==> src/rtl/calc_run_sequencer_pkg.sv <==
// Shared definitions for the calculation run sequencer.
//   - run_state_t : FSM state encoding (IDLE=0, LOAD=1, RUN=2, DONE=3, ERR=4)
//   - *_DEF       : default parameter values for the sequencer
//   - VALUE_W     : operand / result magnitude width
//   - tick_width(): width of the saturating LOAD/RUN tick counter
package calc_run_sequencer_pkg;

  localparam int VALUE_W           = 30;
  localparam int CPU_DIV_DEF       = 4;
  localparam int RST_TICKS_DEF     = 4;
  localparam int TIMEOUT_TICKS_DEF = 4096;
  localparam int DEB_CYC_DEF       = 16;

  typedef enum logic [2:0] {
    ST_IDLE = 3'd0,
    ST_LOAD = 3'd1,
    ST_RUN  = 3'd2,
    ST_DONE = 3'd3,
    ST_ERR  = 3'd4
  } run_state_t;

  // Enough bits to hold the larger of the two tick limits.
  function automatic int tick_width(input int rst_ticks, input int timeout_ticks);
    int top_val;
    top_val = (rst_ticks > timeout_ticks) ? rst_ticks : timeout_ticks;
    return (top_val < 1) ? 1 : $clog2(top_val + 1);
  endfunction

endpackage

==> src/rtl/calc_run_sequencer_btn_debounce.sv <==
// Push-button conditioner: 2-flop synchronizer, stability counter and
// rising-edge pulse on the debounced level.
// Ports:
//   clk         in   system clock
//   rst_n       in   asynchronous active-low reset
//   btn_async   in   raw button, asynchronous to clk
//   press_pulse out  1-cycle pulse when the debounced level rises
module btn_debounce #(
  parameter int DEB_CYC = 16
) (
  input  logic clk,
  input  logic rst_n,
  input  logic btn_async,
  output logic press_pulse
);

  localparam int CNT_W = $clog2(DEB_CYC + 1);
  localparam logic [CNT_W-1:0] CNT_MAX = CNT_W'(DEB_CYC);

  logic             sync1_reg;
  logic             sync2_reg;
  logic [CNT_W-1:0] cnt_reg;
  logic [CNT_W-1:0] cnt_next;
  logic             level_reg;
  logic             level_next;
  logic             level_dly_reg;

  // Count consecutive high samples; the counter parks at DEB_CYC so a long
  // hold never wraps back and re-fires the edge detector.
  always_comb begin
    cnt_next   = cnt_reg;
    level_next = level_reg;
    if (!sync2_reg) begin
      cnt_next   = '0;
      level_next = 1'b0;
    end else if (cnt_reg != CNT_MAX) begin
      cnt_next = cnt_reg + 1'b1;
      if (cnt_reg == CNT_MAX - 1'b1) begin
        level_next = 1'b1;
      end
    end
  end

  always_ff @(posedge clk or negedge rst_n) begin
    if (!rst_n) begin
      sync1_reg     <= 1'b0;
      sync2_reg     <= 1'b0;
      cnt_reg       <= '0;
      level_reg     <= 1'b0;
      level_dly_reg <= 1'b0;
    end else begin
      sync1_reg     <= btn_async;
      sync2_reg     <= sync1_reg;
      cnt_reg       <= cnt_next;
      level_reg     <= level_next;
      level_dly_reg <= level_reg;
    end
  end

  assign press_pulse = level_reg & ~level_dly_reg;

endmodule

==> src/rtl/calc_run_sequencer.sv <==
// Sequences one calculation run of the embedded CPU: captures the operand,
// holds the CPU in reset for RST_TICKS CPU ticks, runs it until it reports
// done or TIMEOUT_TICKS ticks elapse, then latches the result.
// Ports:
//   clock        in   system clock
//   rst          in   asynchronous active-low reset
//   go_btn       in   raw start button (asynchronous)
//   sign_in      in   operand sign from the input path
//   value_in     in   operand magnitude
//   cpu_done     in   CPU result-ready flag
//   cpu_sign     in   CPU result sign
//   cpu_value    in   CPU result magnitude
//   cpu_rst      out  active-high CPU reset
//   cpu_ce       out  CPU clock enable, 1-cycle pulse every CPU_DIV clocks
//   op_sign      out  captured operand sign
//   op_value     out  captured operand magnitude
//   res_sign     out  latched result sign
//   res_value    out  latched result magnitude
//   res_valid    out  result valid (sticky until next accepted go)
//   busy         out  run in progress
//   timeout_err  out  last run aborted (sticky until next accepted go)
module calc_run_sequencer
  import calc_run_sequencer_pkg::*;
#(
  parameter int CPU_DIV       = CPU_DIV_DEF,
  parameter int RST_TICKS     = RST_TICKS_DEF,
  parameter int TIMEOUT_TICKS = TIMEOUT_TICKS_DEF,
  parameter int DEB_CYC       = DEB_CYC_DEF
) (
  input  logic               clock,
  input  logic               rst,
  input  logic               go_btn,
  input  logic               sign_in,
  input  logic [VALUE_W-1:0] value_in,
  input  logic               cpu_done,
  input  logic               cpu_sign,
  input  logic [VALUE_W-1:0] cpu_value,
  output logic               cpu_rst,
  output logic               cpu_ce,
  output logic               op_sign,
  output logic [VALUE_W-1:0] op_value,
  output logic               res_sign,
  output logic [VALUE_W-1:0] res_value,
  output logic               res_valid,
  output logic               busy,
  output logic               timeout_err
);

  localparam int DIV_W  = $clog2(CPU_DIV);
  localparam int TICK_W = tick_width(RST_TICKS, TIMEOUT_TICKS);

  localparam logic [DIV_W-1:0]  DIV_LAST    = DIV_W'(CPU_DIV - 1);
  localparam logic [TICK_W-1:0] TICK_SAT    = '1;
  localparam logic [TICK_W-1:0] RST_LIM     = TICK_W'(RST_TICKS);
  localparam logic [TICK_W-1:0] TIMEOUT_LIM = TICK_W'(TIMEOUT_TICKS);

  logic               go;
  logic [DIV_W-1:0]   div_cnt_reg;
  run_state_t         state_reg;
  run_state_t         state_next;
  logic [TICK_W-1:0]  tick_reg;
  logic [TICK_W-1:0]  tick_next;
  logic [TICK_W-1:0]  tick_inc;
  logic               capture_op;
  logic               latch_res;
  logic               set_err;

  logic               op_sign_reg;
  logic [VALUE_W-1:0] op_value_reg;
  logic               res_sign_reg;
  logic [VALUE_W-1:0] res_value_reg;
  logic               res_valid_reg;
  logic               timeout_err_reg;

  btn_debounce #(
    .DEB_CYC (DEB_CYC)
  ) u_go_debounce (
    .clk         (clock),
    .rst_n       (rst),
    .btn_async   (go_btn),
    .press_pulse (go)
  );

  // Free-running CPU clock-enable divider; it never stops so the CPU tick
  // phase is independent of the FSM.
  always_ff @(posedge clock or negedge rst) begin
    if (!rst) begin
      div_cnt_reg <= '0;
    end else if (div_cnt_reg == DIV_LAST) begin
      div_cnt_reg <= '0;
    end else begin
      div_cnt_reg <= div_cnt_reg + 1'b1;
    end
  end

  assign cpu_ce = (div_cnt_reg == DIV_LAST);

  // Saturating increment: the tick counter never wraps.
  assign tick_inc = (tick_reg == TICK_SAT) ? tick_reg : tick_reg + 1'b1;

  always_comb begin
    state_next = state_reg;
    tick_next  = tick_reg;
    capture_op = 1'b0;
    latch_res  = 1'b0;
    set_err    = 1'b0;
    case (state_reg)
      ST_IDLE: begin
        if (go) begin
          capture_op = 1'b1;
          tick_next  = '0;
          state_next = ST_LOAD;
        end
      end
      ST_LOAD: begin
        // Leave on the edge of the RST_TICKS-th tick so the CPU sees reset
        // on exactly RST_TICKS enabled edges.
        if (cpu_ce) begin
          if (tick_inc >= RST_LIM) begin
            tick_next  = '0;
            state_next = ST_RUN;
          end else begin
            tick_next = tick_inc;
          end
        end
      end
      ST_RUN: begin
        // Done is checked before the timeout so a result on the final
        // allowed tick is still accepted.
        if (cpu_ce) begin
          if (cpu_done) begin
            state_next = ST_DONE;
          end else begin
            tick_next = tick_inc;
            if (tick_inc >= TIMEOUT_LIM) begin
              state_next = ST_ERR;
            end
          end
        end
      end
      ST_DONE: begin
        latch_res  = 1'b1;
        state_next = ST_IDLE;
      end
      ST_ERR: begin
        set_err    = 1'b1;
        state_next = ST_IDLE;
      end
      default: begin
        state_next = ST_IDLE;
      end
    endcase
  end

  always_ff @(posedge clock or negedge rst) begin
    if (!rst) begin
      state_reg <= ST_IDLE;
      tick_reg  <= '0;
    end else begin
      state_reg <= state_next;
      tick_reg  <= tick_next;
    end
  end

  always_ff @(posedge clock or negedge rst) begin
    if (!rst) begin
      op_sign_reg     <= 1'b0;
      op_value_reg    <= '0;
      res_sign_reg    <= 1'b0;
      res_value_reg   <= '0;
      res_valid_reg   <= 1'b0;
      timeout_err_reg <= 1'b0;
    end else begin
      if (capture_op) begin
        op_sign_reg     <= sign_in;
        op_value_reg    <= value_in;
        res_valid_reg   <= 1'b0;
        timeout_err_reg <= 1'b0;
      end
      if (latch_res) begin
        res_sign_reg  <= cpu_sign;
        res_value_reg <= cpu_value;
        res_valid_reg <= 1'b1;
      end
      if (set_err) begin
        timeout_err_reg <= 1'b1;
      end
    end
  end

  // The CPU is held in reset everywhere except RUN, which also covers the
  // asynchronous reset case since the state register clears to IDLE.
  assign cpu_rst     = (state_reg != ST_RUN);
  assign busy        = (state_reg != ST_IDLE);
  assign op_sign     = op_sign_reg;
  assign op_value    = op_value_reg;
  assign res_sign    = res_sign_reg;
  assign res_value   = res_value_reg;
  assign res_valid   = res_valid_reg;
  assign timeout_err = timeout_err_reg;

endmodule

==> config.mk <==
export PLATFORM = sky130hd
export DESIGN_NAME = calc_run_sequencer
export DESIGN_NICKNAME = d
export VERILOG_FILES = /design/src/rtl/calc_run_sequencer_pkg.sv /design/src/rtl/calc_run_sequencer_btn_debounce.sv /design/src/rtl/calc_run_sequencer.sv
export SDC_FILE = /design/constraint.sdc
export NUM_CORES = 1
export LEC_CHECK = 0
export BUFFER_PORTS_ARGS = -buffer_cell sky130_fd_sc_hd__buf_2
export CELL_PAD_IN_SITES_DETAIL_PLACEMENT = 1
export CELL_PAD_IN_SITES_GLOBAL_PLACEMENT = 1
export CORE_MARGIN = 4
export CORE_UTILIZATION = 44
export CTS_BUF_LIST = sky130_fd_sc_hd__clkbuf_4 sky130_fd_sc_hd__clkbuf_8
export DETAILED_ROUTE_END_ITERATION = 10
export GPL_TIMING_DRIVEN = 1
export PLACE_DENSITY = 0.87
export SLEW_MARGIN = 10
export SYNTH_ARGS = -nofsm -noshare
export SYNTH_HDL_FRONTEND = slang
export SYNTH_SLANG_ARGS = --single-unit
==> constraint.sdc <==
create_clock -name clock -period 4.55 [get_ports clock]
set_input_delay 0.455 -clock clock [delete_from_list [all_inputs] [get_ports clock]]
set_output_delay 0.455 -clock clock [all_outputs]
set_load 0.02 [all_outputs]
## Word level (Yosys, flattened, before mapping)

Cells that the tools add are included.

- Logic and storage cells: 73
- Bits of input ports: 66
- Output and inout port bits: 67
- Bits in registers: 91

- Add/subtract/negate cells: 3
- Mux-type cells: 27
- Eq/ne operators: 17
- Magnitude comparators: 2
- Reduce and logical (&&, ||, !) cells: 8
- Bitwise logic cells: 2

Operators with widths:

| kind | number |
|---|---|
| 13-bit two-way mux | 6 |
| 13-bit case mux with 3 select lines | 1 |
| 3-bit two-way mux | 6 |
| 2-bit != test (second input constant) | 7 |
| 13-bit by 1-bit adder with 13-bit output (second input constant) | 1 |
| 13-bit equality test (second input constant) | 1 |
| 13-bit greater-or-equal comparator (second input constant) | 1 |
| 13-bit by 3-bit greater-or-equal comparator with 1-bit output (second input constant) | 1 |
| 1-bit two-way mux | 10 |
| 5-bit two-way mux | 2 |
| 5-bit AND reduction | 2 |
| 3-bit case mux with 3 select lines | 1 |
| 3-bit by 2-bit equality test with 1-bit output (second input constant) | 2 |
| 3-bit nonzero test | 2 |
| 5-bit by 1-bit adder with 5-bit output (second input constant) | 1 |
| 5-bit by 4-bit equality test with 1-bit output (second input constant) | 1 |
| 5-bit != test (second input constant) | 1 |
| 2-bit nonzero test | 2 |
| 3-bit by 1-bit equality test with 1-bit output (second input constant) | 1 |
| 3-bit equality test (second input constant) | 1 |
| 3-bit logical NOT | 1 |
| 3-bit by 2-bit != test with 1-bit output (second input constant) | 1 |
| 3-bit != test (second input constant) | 1 |
| 2-bit by 1-bit adder with 2-bit output (second input constant) | 1 |
| 5 further kinds | 5 |

## Longest topological paths before layout

- Word-level depth: 7
- Gate-level depth with buffers: 8
- Gate-level depth less buffers: 7

## Modules after synthesis

From an unflattened synthesis, not the netlist that was laid out.

- Cells, all modules: 329
- Area, all modules: 4,139.0 um2

By module, submodules not included:

| module | sequential area each (um2) | area an instance (um2) | cells each | instances |
|---|---|---|---|---|
| calc_run_sequencer | 2,052.0 | 3,719.8 | 292 | 1 |
| btn_debounce | 225.2 | 419.2 | 37 | 1 |

## Least setup slack after synthesis

Ideal clock, no wire load.

- Kind: register -> register
- Start: register tick_reg[0]
- End: register tick_reg[3]
- Library setup time: 0.104 ns
- Arrival: 1.972 ns
- Stages on the path, launching flop included: 9
- Data required time: 4.446 ns
- Period minus slack after synthesis: 2.076 ns
- Buffers on the path: 1
- Slack: 2.474 ns
- Cell sequence: dfrtp_1 -> ha_1 -> and4_1 -> buf_4 -> a311oi_1 -> a31oi_1 -> nor3_2 -> a41oi_4 -> o41ai_2

- Cells in the longest elaborated chain, start to end: 6
- Elaborated cells between the ends (all ways): 9
- Classes of those cells: add/sub: 1; order compare: 1; eq/ne: 1; mux: 6

Ends and longest elaborated chain:

| item | RTL line | text |
|---|---|---|
| start, declared | calc_run_sequencer.sv:61 | `logic [TICK_W-1:0] tick_reg;` |
| start signal, assigned | calc_run_sequencer.sv:161 | `tick_reg <= tick_next;` |
| 13-bit by 1-bit adder with 13-bit output / 13-bit equality test (equally long branches) | calc_run_sequencer.sv:99 | `assign tick_inc = (tick_reg == TICK_SAT) ? tick_reg : tick_reg + 1'b1;` |
| 13-bit two-way mux * | calc_run_sequencer.sv:99 |  |
| 13-bit by 3-bit greater-or-equal comparator with 1-bit output | calc_run_sequencer.sv:119 | `if (tick_inc >= RST_LIM) begin` |
| 13-bit two-way mux | calc_run_sequencer.sv:119 |  |
| 13-bit two-way mux | calc_run_sequencer.sv:118 | `if (cpu_ce) begin` |
| 13-bit case mux with 3 select lines * | calc_run_sequencer.sv:107 | `case (state_reg)` |

Every way passes the cells marked *; elsewhere a longest branch is shown, timed or not. The select of a mux whose other input is x is not followed.
A chain may end at the register's enable or synchronous reset.

## Worst setup path after layout

- Start: register state_reg[1]
- End: output port cpu_rst

- Cells in the longest elaborated chain, start to end: 1

Ends and longest elaborated chain:

| item | RTL line | text |
|---|---|---|
| start, declared | calc_run_sequencer.sv:59 | `run_state_t state_reg;` |
| start signal, assigned | calc_run_sequencer.sv:160 | `state_reg <= state_next;` |
| 3-bit by 2-bit != test with 1-bit output | calc_run_sequencer.sv:193 | `assign cpu_rst = (state_reg != ST_RUN);` |
| end, declared | calc_run_sequencer.sv:38 | `output logic cpu_rst,` |

Every way passes these cells.

==> results.md <==
- The DRC violations left is 0.
- Wires add up to 10500 um.
- The clock reaches the later pin of the worst-skew pair after about 0.36 ns.
- Among all flip-flop cells after synthesis, the most frequent one is dfrtp_1.
- The total number of yosys warnings is 0.
- The clock tree from TritonCTS is built.
- The final-report hold violation count is 0.
- The unique cell type count in the Yosys netlist is 49.
- The number of setup buffers added after CTS is 0.
- The combined area of all synthesized cells is slightly above 4000 um2.
- The reported leakage power is 2.33 nW.
- The run finished with clean final reports.
- Data arrives at the worst endpoint at 2.00 ns.
- The final cell count without fillers is between 500 and 600.
- The detail route stage leaves a number of antenna-violating nets equal to 0.
- The sequential cell area is 2280 um2.
- The congestion estimate from routability-driven global placement came to about 0.87.
- After clock tree synthesis, the clock-pin slew on the worst setup and hold paths is 0.10 ns.
- In the synthesized netlist, the number of instances is 328.
- The HPWL after detailed placement is 7820 um.
- In the layout the commonest cells are buf_2 (131), dfrtp_1 (91), mux2_2 (62).
- For flop-to-flop paths, the worst setup slack is 2.15 ns.
- The via-per-instance ratio is about 5.6.
- The measured slew at the worst slew-check pin is ~0.83 ns.
- Port buffering added 132 buffers.
- Setup violations remaining at the end of the flow were counted as 0.
- The number of instances in the placed design is between 500 and 600.
- 0 antenna diodes ended up in the layout.
- The number of violations of the max-capacitance limit is 0.
- The placed instances occupy a cell area of 4790 um2.
- The synthesized flop and latch total is 91.
- The signal on the critical path passes through inv_1 > nor3_2 > inv_1 > buf_2.
- The die span in y is about 100 um.
- The die is 104 um wide.
- Of the synthesized area, sequential elements account for 55.6%.
- The first-pass iteration count of the detailed router is 4.
- Fill cells in the final layout number a little under 1000.
- The initial utilization of the core area, before any placement, comes to between 40% and 50%.
- Along the worst path, the maximum fanout reaches 8.
- The standard cell with the maximum stage delay on the critical path is dfrtp_1.
- The design area is roughly 5000 um2.
- The worst setup path is of the flip-flop to primary output kind.
- Counting flops with a built-in enable in the synthesized netlist gives 0.
- After layout, the minimum clock period comes to 2.46 ns.
- The first-pass GRT wire length is 17100 um.
- The worst min-delay path class is input pin to async pin.
- In this run the clock root is driven by a clkbuf_8.
- The largest net degree at the start of global routing is around 50.
- Buffers inserted during clock tree synthesis total 9.
- The area of the multi-input gates is 1670 um2.
- Setup repair after global routing left no endpoint under its margin.
- The average wire length per cell after detail routing is 18.5 um.
- Derived from the worst setup path, the maximum achievable clock frequency is 0.407 GHz.
- The number of placement rows is 34.
- The number of clock sinks is 91.
- The final max-slew violation count is 0.
- In the final timing run, aggregate negative setup slack is 0 ns.
- The clock passes through at most 2 buffers.
- STA classifies the critical path startpoint as a flip-flop.
- The worst-case headroom to the max-slew limit is 44.4%.
- In this run the mean area of a mapped cell was 12.5 um2.
- The number of nets in the finished design is 524.
- The gate family responsible for the most delay along the worst path is buffers and inverters.
- Global routing used 19.5% of the available tracks across all layers.
- The data required time of the critical path is 4.09 ns.
- The most common cell after layout, fill and taps aside is buf_2.
- The critical path buffer and inverter count is 3.
- The quantity of gates resized following cts is 0.
- For this run, asynchronously set or reset flops after synthesis account for 100%.
- Compared with the post-synthesis result, the final layout area differs by 22.5%.
- Prior to clock tree synthesis, the placed netlist has a worst setup slack of 2.22 ns.
- In this design, the stage delay of the slowest critical-path cell is 0.51 ns.
- By instance count, the cell type seen most on the critical path is inv_1.
- The count of H-tree levels built during CTS is 3.
- The via count of the first global-routing pass is 3405.
- Dividing total power by cell area gives a power density of 545 nW/um2.
- The total overflow left after global routing is 0.
- In the final layout, the share of cells above drive strength 1 is 48.6%.
- The detailed router's first-iteration violation count is 126.
- The placeable core region is 8890 um2.
- The least setup slack across all paths after layout is 2.09 ns.
- The total nets after synthesis is 399.
- IR analysis of the VDD net gives a maximum drop of around 0.35 mV.
- The fraction of the cycle the final worst path needs is 54.0%.
- 133 I/O pins were placed.
- The die outline area is 10900 um2.
- The via count of the routed design is 3143.
- The number of hold-repair buffers added at the cts stage is 0.
- The number of antenna violations at the first check in global routing is 0.
- The worst setup path is captured at a primary output.
- The post-route worst hold slack is about 0.090 ns.
- The clock tree skew after final layout is 0.0127 ns.
[final cells by class]
type	count	area share, %
sequential	91	45.4
timing repair buffer	135	13.7
multi-input combinational	209	33.3
inverter	7	0.524
clock buffer	9	2.47
tap	108	2.69
clock inverter	6	1.92
[through the flow]
step	util, %	total power, mW
floorplan	-	1.79
global placement	53.9	2.09
detailed placement	53.9	2.15
CTS	56.4	2.77
global route	56.4	2.89
finish	56.4	2.73
[cells by family after synthesis]
logic type / Yosys count / share of synthesized area, %
compound gates: 55 / 9.66
xor+xnor: 3 / 0.642
fa+ha+maj: 5 / 1.53
buf+inv: 28 / 3.58
flops: 91 / 55.6
mux: 65 / 17.8
simple gates: 81 / 11.2
[power breakdown]
part           total (mW)  internal, mW  switching, mW
sequential           1.12         0.991          0.125
clock               0.612         0.314          0.297
combinational        1.01         0.416          0.590
total                2.73          1.72           1.01
[synthesized netlist by cell type, types with 2 or more instances]
library cell,number,area [um2]
and3_1,8,50.1
mux2i_1,3,30.0
mux2_2,62,698
buf_1,2,7.51
o31ai_1,2,15.0
nand2_1,15,56.3
nor3_1,4,20.0
nor2_1,11,41.3
dfrtp_1,91,2280
a21oi_1,19,95.1
nor2b_1,2,12.5
clkbuf_1,3,11.3
inv_1,7,26.3
a41oi_1,2,17.5
nand2b_1,3,18.8
nand4_1,7,43.8
nand3_1,9,45.0
a31oi_1,6,37.5
buf_6,3,33.8
buf_2,12,60.1
a211oi_1,4,30.0
o21ai_0,10,50.1
and4_1,4,35.0
ha_1,5,62.6
nor3_2,2,20.0
or3_1,2,12.5
xnor2_1,2,17.5
and2_1,7,43.8
[worst reg2reg max path: cells and delay by family (launching register included)]
family,cells,cell delay [ns]
AND/OR/NAND/NOR,3,0.84
flip-flops,1,0.43
AO/OA/AOI/OAI,3,0.70
adder cells (fa/ha/maj),1,0.35
[path summary, 6_finish.rpt]
check                                             start                       to  cells after the start
worst max-delay path                       state_reg[1]                  cpu_rst                      4
worst min-delay path                                rst             op_value[13]                      1
worst max register to register              tick_reg[0]              tick_reg[3]                      7
worst min register to register  u_go_debounce.sync1_reg  u_go_debounce.sync2_reg                      0
max in group asynchronous                           rst              tick_reg[9]                      2
min in group clock                               go_btn  u_go_debounce.sync1_reg                      1
[per-layer routing]
layer | global-route usage, % | wire, um
met1 | 22.3 | 4090
met2 | 35.2 | 5610
met3 | 3.41 | 453
met4 | 8.74 | 314
met5 | 0 | 0
Power figures use the tool's default switching activity.
